--- src/rtl/bird_pkg.sv ---
// Shared definitions for the bird datapath and its controller.
package bird_pkg;

  localparam int unsigned SCREEN_W  = 160;
  localparam int unsigned SCREEN_H  = 120;
  localparam int unsigned SPRITE_W  = 8;
  localparam int unsigned SPRITE_H  = 8;
  localparam int unsigned STEP      = 2;
  localparam int unsigned FALL_STEP = 4;
  localparam int unsigned START_X   = 76;
  localparam int unsigned START_Y   = 100;

  localparam int unsigned X_W     = 8;
  localparam int unsigned Y_W     = 7;
  localparam int unsigned COL_W   = 3;
  localparam int unsigned STATE_W = 4;
  localparam int unsigned CNT_W   = 7;
  localparam int unsigned NPIX    = SPRITE_W * SPRITE_H;

  localparam logic [X_W-1:0]   X_LIM     = X_W'(SCREEN_W - SPRITE_W);
  localparam logic [Y_W-1:0]   Y_LIM     = Y_W'(SCREEN_H - SPRITE_H);
  localparam logic [CNT_W-1:0] PIX_LAST  = CNT_W'(NPIX);

  localparam logic [STATE_W-1:0] ST_HOLD       = 4'h0;
  localparam logic [STATE_W-1:0] ST_CLEAR      = 4'h1;
  localparam logic [STATE_W-1:0] ST_UP_LEFT    = 4'h2;
  localparam logic [STATE_W-1:0] ST_UP_RIGHT   = 4'h3;
  localparam logic [STATE_W-1:0] ST_PREHOLD    = 4'h4;
  localparam logic [STATE_W-1:0] ST_DRAW       = 4'h5;
  localparam logic [STATE_W-1:0] ST_DOWN_RIGHT = 4'h6;
  localparam logic [STATE_W-1:0] ST_DOWN_LEFT  = 4'h7;
  localparam logic [STATE_W-1:0] ST_SHOT       = 4'h8;
  localparam logic [STATE_W-1:0] ST_ESCAPE     = 4'h9;
  localparam logic [STATE_W-1:0] ST_RESET      = 4'hA;

  localparam logic [COL_W-1:0] BG_COLOUR   = 3'b011;
  localparam logic [COL_W-1:0] BIRD_COLOUR = 3'b110;
  localparam logic [COL_W-1:0] SHOT_COLOUR = 3'b100;

  typedef enum logic [1:0] {
    MODE_NORMAL  = 2'd0,
    MODE_FALLING = 2'd1,
    MODE_FLEEING = 2'd2
  } mode_e;

  typedef struct packed {
    logic [X_W-1:0]   x;
    logic [Y_W-1:0]   y;
    logic [COL_W-1:0] colour;
  } pixel_t;

  // One STEP along an axis, reflecting off [0, lim] instead of leaving it.
  function automatic logic [7:0] step_bounce(input logic [7:0] pos, input logic inc,
                                             input logic [7:0] lim);
    logic [7:0] r;
    if (inc) r = (pos > lim - 8'(STEP)) ? pos - 8'(STEP) : pos + 8'(STEP);
    else     r = (pos < 8'(STEP))       ? pos + 8'(STEP) : pos - 8'(STEP);
    return r;
  endfunction

endpackage

--- src/rtl/bird_if.sv ---
// Controller <-> bird datapath bus, including the framebuffer write port.
interface bird_if;
  import bird_pkg::*;

  logic [STATE_W-1:0] state;
  logic               done_drawing;
  logic               flying;
  logic [X_W-1:0]     vga_x;
  logic [Y_W-1:0]     vga_y;
  logic [COL_W-1:0]   vga_colour;
  logic               vga_plot;
  logic [X_W-1:0]     bird_x;
  logic [Y_W-1:0]     bird_y;

  modport master (output state,
                  input  done_drawing, flying, vga_x, vga_y, vga_colour, vga_plot,
                         bird_x, bird_y);
  modport slave  (input  state,
                  output done_drawing, flying, vga_x, vga_y, vga_colour, vga_plot,
                         bird_x, bird_y);
endinterface

--- src/rtl/bird_datapath_sprite_plotter.sv ---
// Walks an 8x8 sprite row-major, one registered pixel per clock.
module sprite_plotter
  import bird_pkg::*;
(
  input  logic             clk,
  input  logic             reset_n,
  input  logic             start,
  input  logic             run,
  input  logic [X_W-1:0]   base_x,
  input  logic [Y_W-1:0]   base_y,
  input  logic [COL_W-1:0] colour,
  output pixel_t           pix,
  output logic             plot,
  output logic             done,
  output logic [CNT_W-1:0] pix_cnt
);

  logic [CNT_W-1:0] cnt_q, cnt_d;
  pixel_t           pix_q, pix_d;
  logic             plot_q, plot_d;
  logic             done_q, done_d;
  logic [5:0]       idx;

  // Pixel sequencing: start emits pixel 0, run continues, leaving aborts.
  always_comb begin
    cnt_d  = cnt_q;
    pix_d  = pix_q;
    plot_d = 1'b0;
    done_d = 1'b0;
    idx    = cnt_q[5:0];
    if (start) begin
      idx    = 6'd0;
      cnt_d  = CNT_W'(1);
      plot_d = 1'b1;
    end else if (run && cnt_q != '0 && cnt_q < PIX_LAST) begin
      cnt_d  = cnt_q + CNT_W'(1);
      plot_d = 1'b1;
    end else if (run && cnt_q == PIX_LAST) begin
      done_d = 1'b1;
    end else if (!run) begin
      cnt_d = '0;
    end
    if (plot_d) begin
      pix_d.x      = base_x + X_W'(idx[2:0]);
      pix_d.y      = base_y + Y_W'(idx[5:3]);
      pix_d.colour = colour;
    end
  end

  // Plotter registers.
  always_ff @(posedge clk or negedge reset_n) begin
    if (!reset_n) begin
      cnt_q  <= '0;
      pix_q  <= '0;
      plot_q <= 1'b0;
      done_q <= 1'b0;
    end else begin
      cnt_q  <= cnt_d;
      pix_q  <= pix_d;
      plot_q <= plot_d;
      done_q <= done_d;
    end
  end

  assign pix     = pix_q;
  assign plot    = plot_q;
  assign done    = done_q;
  assign pix_cnt = cnt_q;

endmodule

--- src/rtl/bird_datapath.sv ---
// Bird datapath: position/mode tracking and sprite redraw for the controller.
module bird_datapath
  import bird_pkg::*;
(
  input  logic clk,
  input  logic reset_n,
  bird_if.slave bus
);

  logic [STATE_W-1:0] prev_state_q;
  logic [STATE_W-1:0] st;
  logic               entry, run, start;
  logic [X_W-1:0]     x_q, x_d;
  logic [Y_W-1:0]     y_q, y_d;
  mode_e              mode_q, mode_d;
  logic               gone_q, gone_d;
  logic [COL_W-1:0]   colour;
  pixel_t             pl_pix;
  logic               pl_plot, pl_done;
  logic [CNT_W-1:0]   pl_cnt;

  // State decode; unused codes behave as HOLD.
  always_comb begin
    st     = (bus.state > ST_RESET) ? ST_HOLD : bus.state;
    entry  = (bus.state != prev_state_q);
    run    = (st == ST_CLEAR) || (st == ST_DRAW);
    start  = entry && run;
    colour = (st == ST_CLEAR) ? BG_COLOUR :
             (mode_q == MODE_FALLING) ? SHOT_COLOUR : BIRD_COLOUR;
  end

  // Position and mode updates, applied once per state entry.
  always_comb begin
    x_d    = x_q;
    y_d    = y_q;
    mode_d = mode_q;
    gone_d = gone_q;
    if (st == ST_RESET) begin
      x_d    = X_W'(START_X);
      y_d    = Y_W'(START_Y);
      mode_d = MODE_NORMAL;
      gone_d = 1'b0;
    end else if (entry) begin
      case (st)
        ST_UP_LEFT, ST_UP_RIGHT, ST_DOWN_RIGHT, ST_DOWN_LEFT: begin
          if (mode_q == MODE_NORMAL) begin
            x_d = step_bounce(x_q, (st == ST_UP_RIGHT) || (st == ST_DOWN_RIGHT), X_LIM);
            y_d = Y_W'(step_bounce(8'(y_q), (st == ST_DOWN_RIGHT) || (st == ST_DOWN_LEFT),
                                   8'(Y_LIM)));
          end
        end
        ST_SHOT:   if (mode_q == MODE_NORMAL) mode_d = MODE_FALLING;
        ST_ESCAPE: if (mode_q == MODE_NORMAL) mode_d = MODE_FLEEING;
        ST_DRAW: begin
          // Reaching the screen edge ends the sequence.
          if (mode_q == MODE_FALLING) begin
            if (y_q >= Y_LIM - Y_W'(FALL_STEP)) begin
              y_d    = Y_LIM;
              gone_d = 1'b1;
            end else begin
              y_d = y_q + Y_W'(FALL_STEP);
            end
          end else if (mode_q == MODE_FLEEING) begin
            if (y_q <= Y_W'(FALL_STEP)) begin
              y_d    = '0;
              gone_d = 1'b1;
            end else begin
              y_d = y_q - Y_W'(FALL_STEP);
            end
          end
        end
        default: ;
      endcase
    end
  end

  // Datapath registers.
  always_ff @(posedge clk or negedge reset_n) begin
    if (!reset_n) begin
      prev_state_q <= ST_PREHOLD;
      x_q          <= X_W'(START_X);
      y_q          <= Y_W'(START_Y);
      mode_q       <= MODE_NORMAL;
      gone_q       <= 1'b0;
    end else begin
      prev_state_q <= bus.state;
      x_q          <= x_d;
      y_q          <= y_d;
      mode_q       <= mode_d;
      gone_q       <= gone_d;
    end
  end

  // The first pixel is launched with the position being written this cycle.
  sprite_plotter u_plotter (
    .clk     (clk),
    .reset_n (reset_n),
    .start   (start),
    .run     (run),
    .base_x  (x_d),
    .base_y  (y_d),
    .colour  (colour),
    .pix     (pl_pix),
    .plot    (pl_plot),
    .done    (pl_done),
    .pix_cnt (pl_cnt)
  );

  // A completed pass leaves the counter parked after the last pixel.
  assert property (@(posedge clk) disable iff (!reset_n) pl_done |-> (pl_cnt == PIX_LAST));

  assign bus.vga_x        = pl_pix.x;
  assign bus.vga_y        = pl_pix.y;
  assign bus.vga_colour   = pl_pix.colour;
  assign bus.vga_plot     = pl_plot;
  assign bus.done_drawing = pl_done;
  assign bus.bird_x       = x_q;
  assign bus.bird_y       = y_q;
  assign bus.flying       = ((mode_q != MODE_NORMAL) || (st == ST_SHOT) || (st == ST_ESCAPE))
                            && !gone_q;

endmodule

--- src/flat_wrapper.sv ---
// flat-port wrapper written by rule: the top's interface ports become plain ports
module bird_datapath_flat import bird_pkg::*;
  (clk, reset_n, bus_state, bus_done_drawing, bus_flying, bus_vga_x, bus_vga_y, bus_vga_colour, bus_vga_plot, bus_bird_x, bus_bird_y);
  bird_if bus_i ();
  input  logic clk;
  input  logic reset_n;
  input wire logic [$bits(bus_i.state)-1:0] bus_state;
  output wire logic [$bits(bus_i.done_drawing)-1:0] bus_done_drawing;
  output wire logic [$bits(bus_i.flying)-1:0] bus_flying;
  output wire logic [$bits(bus_i.vga_x)-1:0] bus_vga_x;
  output wire logic [$bits(bus_i.vga_y)-1:0] bus_vga_y;
  output wire logic [$bits(bus_i.vga_colour)-1:0] bus_vga_colour;
  output wire logic [$bits(bus_i.vga_plot)-1:0] bus_vga_plot;
  output wire logic [$bits(bus_i.bird_x)-1:0] bus_bird_x;
  output wire logic [$bits(bus_i.bird_y)-1:0] bus_bird_y;
  assign bus_i.state = bus_state;
  assign bus_done_drawing = bus_i.done_drawing;
  assign bus_flying = bus_i.flying;
  assign bus_vga_x = bus_i.vga_x;
  assign bus_vga_y = bus_i.vga_y;
  assign bus_vga_colour = bus_i.vga_colour;
  assign bus_vga_plot = bus_i.vga_plot;
  assign bus_bird_x = bus_i.bird_x;
  assign bus_bird_y = bus_i.bird_y;
  bird_datapath u_core (.clk(clk), .reset_n(reset_n), .bus(bus_i));
endmodule
--- config.mk ---
export PLATFORM = sky130hd
export DESIGN_NAME = bird_datapath_flat
export DESIGN_NICKNAME = d
export VERILOG_FILES = /design/src/rtl/bird_pkg.sv /design/src/rtl/bird_if.sv /design/src/rtl/bird_datapath_sprite_plotter.sv /design/src/rtl/bird_datapath.sv /design/src/flat_wrapper.sv
export SDC_FILE = /design/constraint.sdc
export NUM_CORES = 1
export LEC_CHECK = 0
export CAP_MARGIN = 20
export CORE_MARGIN = 3
export CORE_UTILIZATION = 25
export DETAILED_ROUTE_END_ITERATION = 12
export DONT_BUFFER_PORTS = 1
export HOLD_SLACK_MARGIN = 0.02
export PLACE_DENSITY = 0.48
export SLEW_MARGIN = 10
export SYNTH_ARGS = -nofsm -noshare
export SYNTH_HDL_FRONTEND = slang
export SYNTH_HIERARCHICAL = 1
export SYNTH_SLANG_ARGS = --single-unit
--- constraint.sdc ---
create_clock -name clk -period 4.7 [get_ports clk]
set_input_delay 0.94 -clock clk [delete_from_list [all_inputs] [get_ports clk]]
set_output_delay 0.94 -clock clk [all_outputs]
set_load 0.05 [all_outputs]
Word-level counts from Yosys, hierarchy flattened. Cells that the tools add are included.

Output and inout port bits: 36. Register bits: 49. Logic and storage cells: 112. Bits of input ports: 6.

Multiplexer cells: 43. Add/subtract/negate cells: 9. Reduce and logical (&&, ||, !) cells: 23. Eq/ne operators: 18. Order comparisons: 8.

Operator list (count): $mux 7 (14); $mux 8 (7); $pmux 7 s2 (1); $eq 4x3->1 const B (3); $eq 4x4->1 const B (3); $mux 1 (12); $mux 2 (5); $ne 3x1->1 const B (3); $reduce_bool 3->1 (3); $add 8x2->8 const B (1); $add 8x3->8 (1); $eq 4x2->1 const B (2); $gt 8x8->1 const B (1); $lt 8x2->1 const B (1); $sub 8x2->8 const B (1); $add 7x1->7 const B (1); $add 7x2->7 const B (1); $add 7x3->7 (1); $add 7x3->7 const B (1); $eq 7x7->1 const B (1); $ge 7x7->1 const B (1); $gt 7x7->1 const B (1); $le 7x3->1 const B (1); $lt 7x2->1 const B (1); 23 further kinds (34).

Depth between registers and ports, before layout.
Word-level depth: 10. Depth in mapped cells: 14. Mapped depth without buffers: 13.

Modules after synthesis. The synthesis kept the hierarchy.

Modules (own cells, without submodules): bird_datapath (cells an instance 243, instances 1, area each 1920.6 µm², seq. area each 559.3 µm²); sprite_plotter (cells an instance 140, instances 1, area each 1510.2 µm², seq. area each 675.6 µm²).

Least setup slack after synthesis. No wires, ideal clock.

Kind: input port to flip-flop. Start: input bus_state[0]. End: register u_core.u_plotter.pix_q (netlist bit u_core/u_plotter/pix[9]). Buffers on the path: 3. Stages on the path: 13. Data required time: 4577 ps. Slack: 1007 ps. Library setup time: 123 ps. Data arrival time: 3571 ps. Cells stage by stage: clkbuf_1 > xor2_1 > or4_1 > and3_1 > clkbuf_1 > buf_2 > o22a_1 > o31a_1 > fa_1 > a21o_1 > nand4_1 > xor2_1 > a21oi_1.

Word-level cells in the longest chain between the ends: 10. Elaborated cells between the ends (all ways): 25. Those cells by class: 1 x add/sub; 1 x order compare; 8 x eq/ne; 9 x mux; 6 x reduce/logical.

RTL lines: from (decl) (line flat_wrapper.sv:7) `input wire logic [$bits(bus_i.state)-1:0] bus_state;`; $gt 4x4->1 (line bird_datapath.sv:24) `st = (bus.state > ST_RESET) ? ST_HOLD : bus.state;`; $mux 4 (line bird_datapath.sv:24); $eq 4x3->1 (line bird_datapath.sv:44, bird_datapath.sv:48); $logic_or 1x1->1 (line bird_datapath.sv:48) `y_d = Y_W'(step_bounce(8'(y_q), (st == ST_DOWN_RIGHT) || (st == ST_DOWN_LEFT),`; $mux 7 (line bird_pkg.sv:56) `if (inc) r = (pos > lim - 8'(STEP)) ? pos - 8'(STEP) : pos + 8'(STEP);`; $mux 7 (line bird_datapath.sv:46) `if (mode_q == MODE_NORMAL) begin`; $pmux 7 s2 (line bird_datapath.sv:44) `case (st)`; $mux 7 (line bird_datapath.sv:43) `end else if (entry) begin`; $mux 7 * (line bird_datapath.sv:38) `if (st == ST_RESET) begin`; named net u_core.y_d[1] (line bird_datapath.sv:14) `logic [Y_W-1:0] y_q, y_d;`; $add 7x3->7 * (line bird_datapath_sprite_plotter.sv:45) `pix_d.y = base_y + Y_W'(idx[5:3]);`; to (signal assigned) (line bird_datapath_sprite_plotter.sv:59) `pix_q <= pix_d;`; to (decl) (line bird_datapath_sprite_plotter.sv:19) `pixel_t pix_q, pix_d;`.

Mark *: on every way through the listed nets, which the timed path passes. The rest lies on a longest branch. A chain may end at the register's enable or synchronous reset.

Worst setup path in the final report.
Start: register u_core.y_q[2] (netlist: u_core/bus.bird_y[2]). End: register u_core.u_plotter.pix_q (netlist bit u_core/u_plotter/pix[9]).

Word-level cells in the longest chain between the ends: 8. Elaborated cells between the ends (all ways): 20. Those cells by class: 5 x add/sub; 4 x order compare; 11 x mux.

RTL lines: from (decl) (line bird_datapath.sv:14); from (signal assigned) (line bird_datapath.sv:82) `y_q <= Y_W'(START_Y);`; from (signal assigned) (line bird_datapath.sv:88) `y_q <= y_d;`; $le 7x3->1, or another cell as far along (line bird_datapath.sv:64) `if (y_q <= Y_W'(FALL_STEP)) begin`; $mux 7 (on tied branches) (line bird_datapath.sv:64, bird_pkg.sv:56, bird_pkg.sv:57); $mux 7 (on tied branches) (line bird_datapath.sv:63, bird_pkg.sv:56); $mux 7 (on tied branches) (line bird_datapath.sv:56, bird_datapath.sv:46); $pmux 7 s2 * (line bird_datapath.sv:44); $mux 7 * (line bird_datapath.sv:43); $mux 7 * (line bird_datapath.sv:38); named net u_core.y_d[1] (line bird_datapath.sv:14); $add 7x3->7 * (line bird_datapath_sprite_plotter.sv:45).

Marked as above.

==> impl_metrics.toml <==
[setup_path]
worst-path-max-fanout = 12
endpoint = "u_core/u_plotter/pix[9]$_DFFE_PN0P_"
reg2reg_slack_ns = 0.90
crit_type = "flop to flop"
r2r-start = "u_core/bus.bird_y[2]$_DFF_PN1_"
worst-r2r-cell-count = 12
crit_cells = 12
start_kind = "flop"
arrival_ns = 3.98
r2r_end = "u_core/u_plotter/pix[9]$_DFFE_PN0P_"
slowest_stage = "dfstp_2"
cpLargestDelayFamily = "compound AO/OA/AOI/OAI gates"
cp-end-kind = "flop"
cp.required_ns = 4.87
worst-path-buf-inv = 0
crit_path_start = "u_core/bus.bird_y[2]$_DFF_PN1_"
cp_slowest_stage_delay_ns = 0.82
crit_chain = "ha_1 -> or4b_2 -> a21boi_0 -> nand2_1 -> o21ai_0 -> nor2_1 -> o31a_1 -> fa_1 -> a21o_1 -> nand4_1 -> xor2_1 -> a21oi_1"

[power_and_ir_drop]
power_density_mw_per_mm2 = 505
p_leak_nw = 1.56
ir_drop_v = 0.000276

[place]
hpwl_mm = 6.47
placed_area_mm2 = 0.00362
portBuffers = 0
gp_congestion = 0.873

[floorplanning]
die-area_mm2 = 0.0152
start_util = 0.257
dieHeight_um = 123
die_w_um = 123
core_mm2 = 0.0133
rows = 42
ioPinCount = 42

[routing]
drt_iter0_drc = 203
final_antenna_net_count = 0
drtPass1Iterations = 4
routed_wl_mm = 8.77
via_per_inst = 4.96
post-route-drc-count = 0
num_vias = 2760
routedWlPerCell_um = 15.8

[synthesis]
synth_top_flop_cell = "dfrtp_1"
avgSynthCellArea_um2 = 8.96
ys_types = 56
synthCells = 383
synth_area_mm2 = 0.00343
ys_seq_elements = 49
synth_edf_count = 0
syn_nets = 408
synth_warnings = 6
async_flop_share = 1.00
yosysSeqAreaShare = 0.360

[finish]
fin_area_mm2 = 0.00379
final_util = 0.284
drive_gt1_frac = 0.116
multi_input_area_mm2 = 0.00202
nNetsFinal = 404
register_area_mm2 = 0.00123
diodes = 0
synthToLayoutAreaGrowth_pct = 10.4
final_cell_mix = "49 x nor2_1, 42 x dfrtp_1, 28 x nand2_1"
final_common_cell = "nor2_1"
fill_cells = 1434

[cts]
cts_buffers = 5
cts_tree = "built"
htree_levels = 2
postCtsSetupBuffers = 0
clk_pin_slew_ns = 0.07
cts-root-buf = "clkbuf_16"
numClockSinks = 49
cts-resized-gates = 0
cts_buffer_depth = 2
hold_buffers = 0
clock_latency_ns = 0.29

[timing]
finClkSkew_ns = 0.0119
tightest_slew_ns = 1.11
fin_setup_tns_ns = 0
fin_crit_sh = 0.809
fmax_mhz = 263
setup_viol = 0
relSlewSlack = 0.265
finalHoldViolations = 0
slew_viol_final = 0
rsz0062_at_grt = "false"
period_minus_slack_ns = 3.80

[global_routing]
grt_max_degree = 50
antenna_found_initial = 0
globalRoute.totalOverflow = 0
grt_pass1_vias = 2801
grt_pass1_wl_mm = 14.8
grt_use_total = 0.122

[hold_path]
hp-class = "primary input to async pin"

[flow_run]
cap_violations = 0

[status]
outcome = "complete, no violations"
routing by layer:
metal	part of all wire	vias up	wire length, µm	GRT usage
met5	0	-	0	0
met4	0.0099	0	87	0.0242
met3	0.062	7	540	0.0288
met2	0.49	70	4300	0.208
met1	0.44	1342	3840	0.157
li1	-	1341	-	-
sequential cells by signal (all words and copies together), names as in the netlist:
register and flops:
u_core/bus.bird_x 8, u_core/bus.bird_y 7, u_core/gone_q 1, u_core/mode_q 2
u_core/prev_state_q 4, u_core/u_plotter/done 1, u_core/u_plotter/pix 18, u_core/u_plotter/pix_cnt 7
u_core/u_plotter/plot 1
area by class of cell:
cell class / instances / area share
Multi-Input combinational cell: 296 / 0.534
Clock buffer: 5 / 0.0330
Timing Repair Buffer: 10 / 0.0198
Sequential cell: 49 / 0.326
Tap cell: 176 / 0.0582
Inverter: 17 / 0.0169
Clock inverter: 3 / 0.0116
where the power goes:
part	internal [mW]	switching, mW
Combinational	0.225	0.313
Clock	0.252	0.161
Sequential	0.524	0.435
synth_stat cells, drive strengths merged, types with 2 or more instances:
cell type,number,area share
a211oi,10,0.026
a21boi,4,0.0088
a21o,5,0.011
a21oi,27,0.043
a221oi,2,0.0051
a31oi,4,0.0073
and2,4,0.0073
and3,5,0.0091
buf,7,0.016
clkbuf,14,0.015
dfrtp,42,0.31
dfstp,7,0.054
fa,2,0.012
ha,17,0.062
inv,17,0.019
mux2,10,0.040
mux2i,5,0.015
nand2,28,0.031
nand2b,3,0.0055
nand3,14,0.020
nand4,9,0.016
nor2,49,0.054
nor2b,13,0.024
nor3,11,0.021
nor4,2,0.0036
nor4bb,3,0.0088
o211ai,3,0.0066
o21ai,13,0.019
o22ai,2,0.0036
o311ai,2,0.0051
o31a,3,0.0077
o31ai,2,0.0044
or3,2,0.0036
or4,3,0.0088
xnor2,13,0.033
xor2,14,0.036
worst register-to-register path, cell delays in order, from the launching register on:
cell and delay, ns:
dfstp_2 0.82, ha_1 0.22, or4b_2 0.60, a21boi_0 0.37, nand2_1 0.09, o21ai_0 0.17
nor2_1 0.07, o31a_1 0.33, fa_1 0.48, a21o_1 0.21, nand4_1 0.10, xor2_1 0.15
a21oi_1 0.08
metrics by stage:
stage               total power, mW  worst slack [ns]  hold WS (ns)  instances
floorplan                      1.36              1.01         0.463        383
global placement               1.51             0.957         0.525        548
detailed placement             1.51             0.908         0.518        548
CTS                            1.93             0.896         0.334        556
global route                   2.04             0.630         0.322        556
finish                         1.91             0.899         0.342        556
worst min path at each step:
| stage | start | end | slack [ns] | depth (start not counted) |
|---|---|---|---|---|
| finish | reset_n | u_core/u_plotter/pix[10]$_DFFE_PN0P_ | 0.34 | 0 |
| global route | reset_n | u_core/u_plotter/pix[5]$_DFFE_PN0P_ | 0.32 | 0 |
| CTS | reset_n | u_core/u_plotter/pix[5]$_DFFE_PN0P_ | 0.33 | 0 |
| detailed placement | u_core/gone_q$_DFFE_PN0P_ | u_core/gone_q$_DFFE_PN0P_ | 0.52 | 2 |
| global placement | u_core/gone_q$_DFFE_PN0P_ | u_core/gone_q$_DFFE_PN0P_ | 0.52 | 2 |
| floorplan | u_core/gone_q$_DFFE_PN0P_ | u_core/gone_q$_DFFE_PN0P_ | 0.46 | 2 |
logic make-up after synthesis:
kind of cell	after synthesis	synth area share
DFF	49	0.360
AOI/OAI and AO/OA	86	0.170
xor gates and xnor gates	27	0.0689
and+or+nand+nor	149	0.222
muxes	15	0.0551
buffers and inverters	38	0.0503
adders and majority gates	19	0.0737
Note: power is estimated with default switching activity, not from simulation.
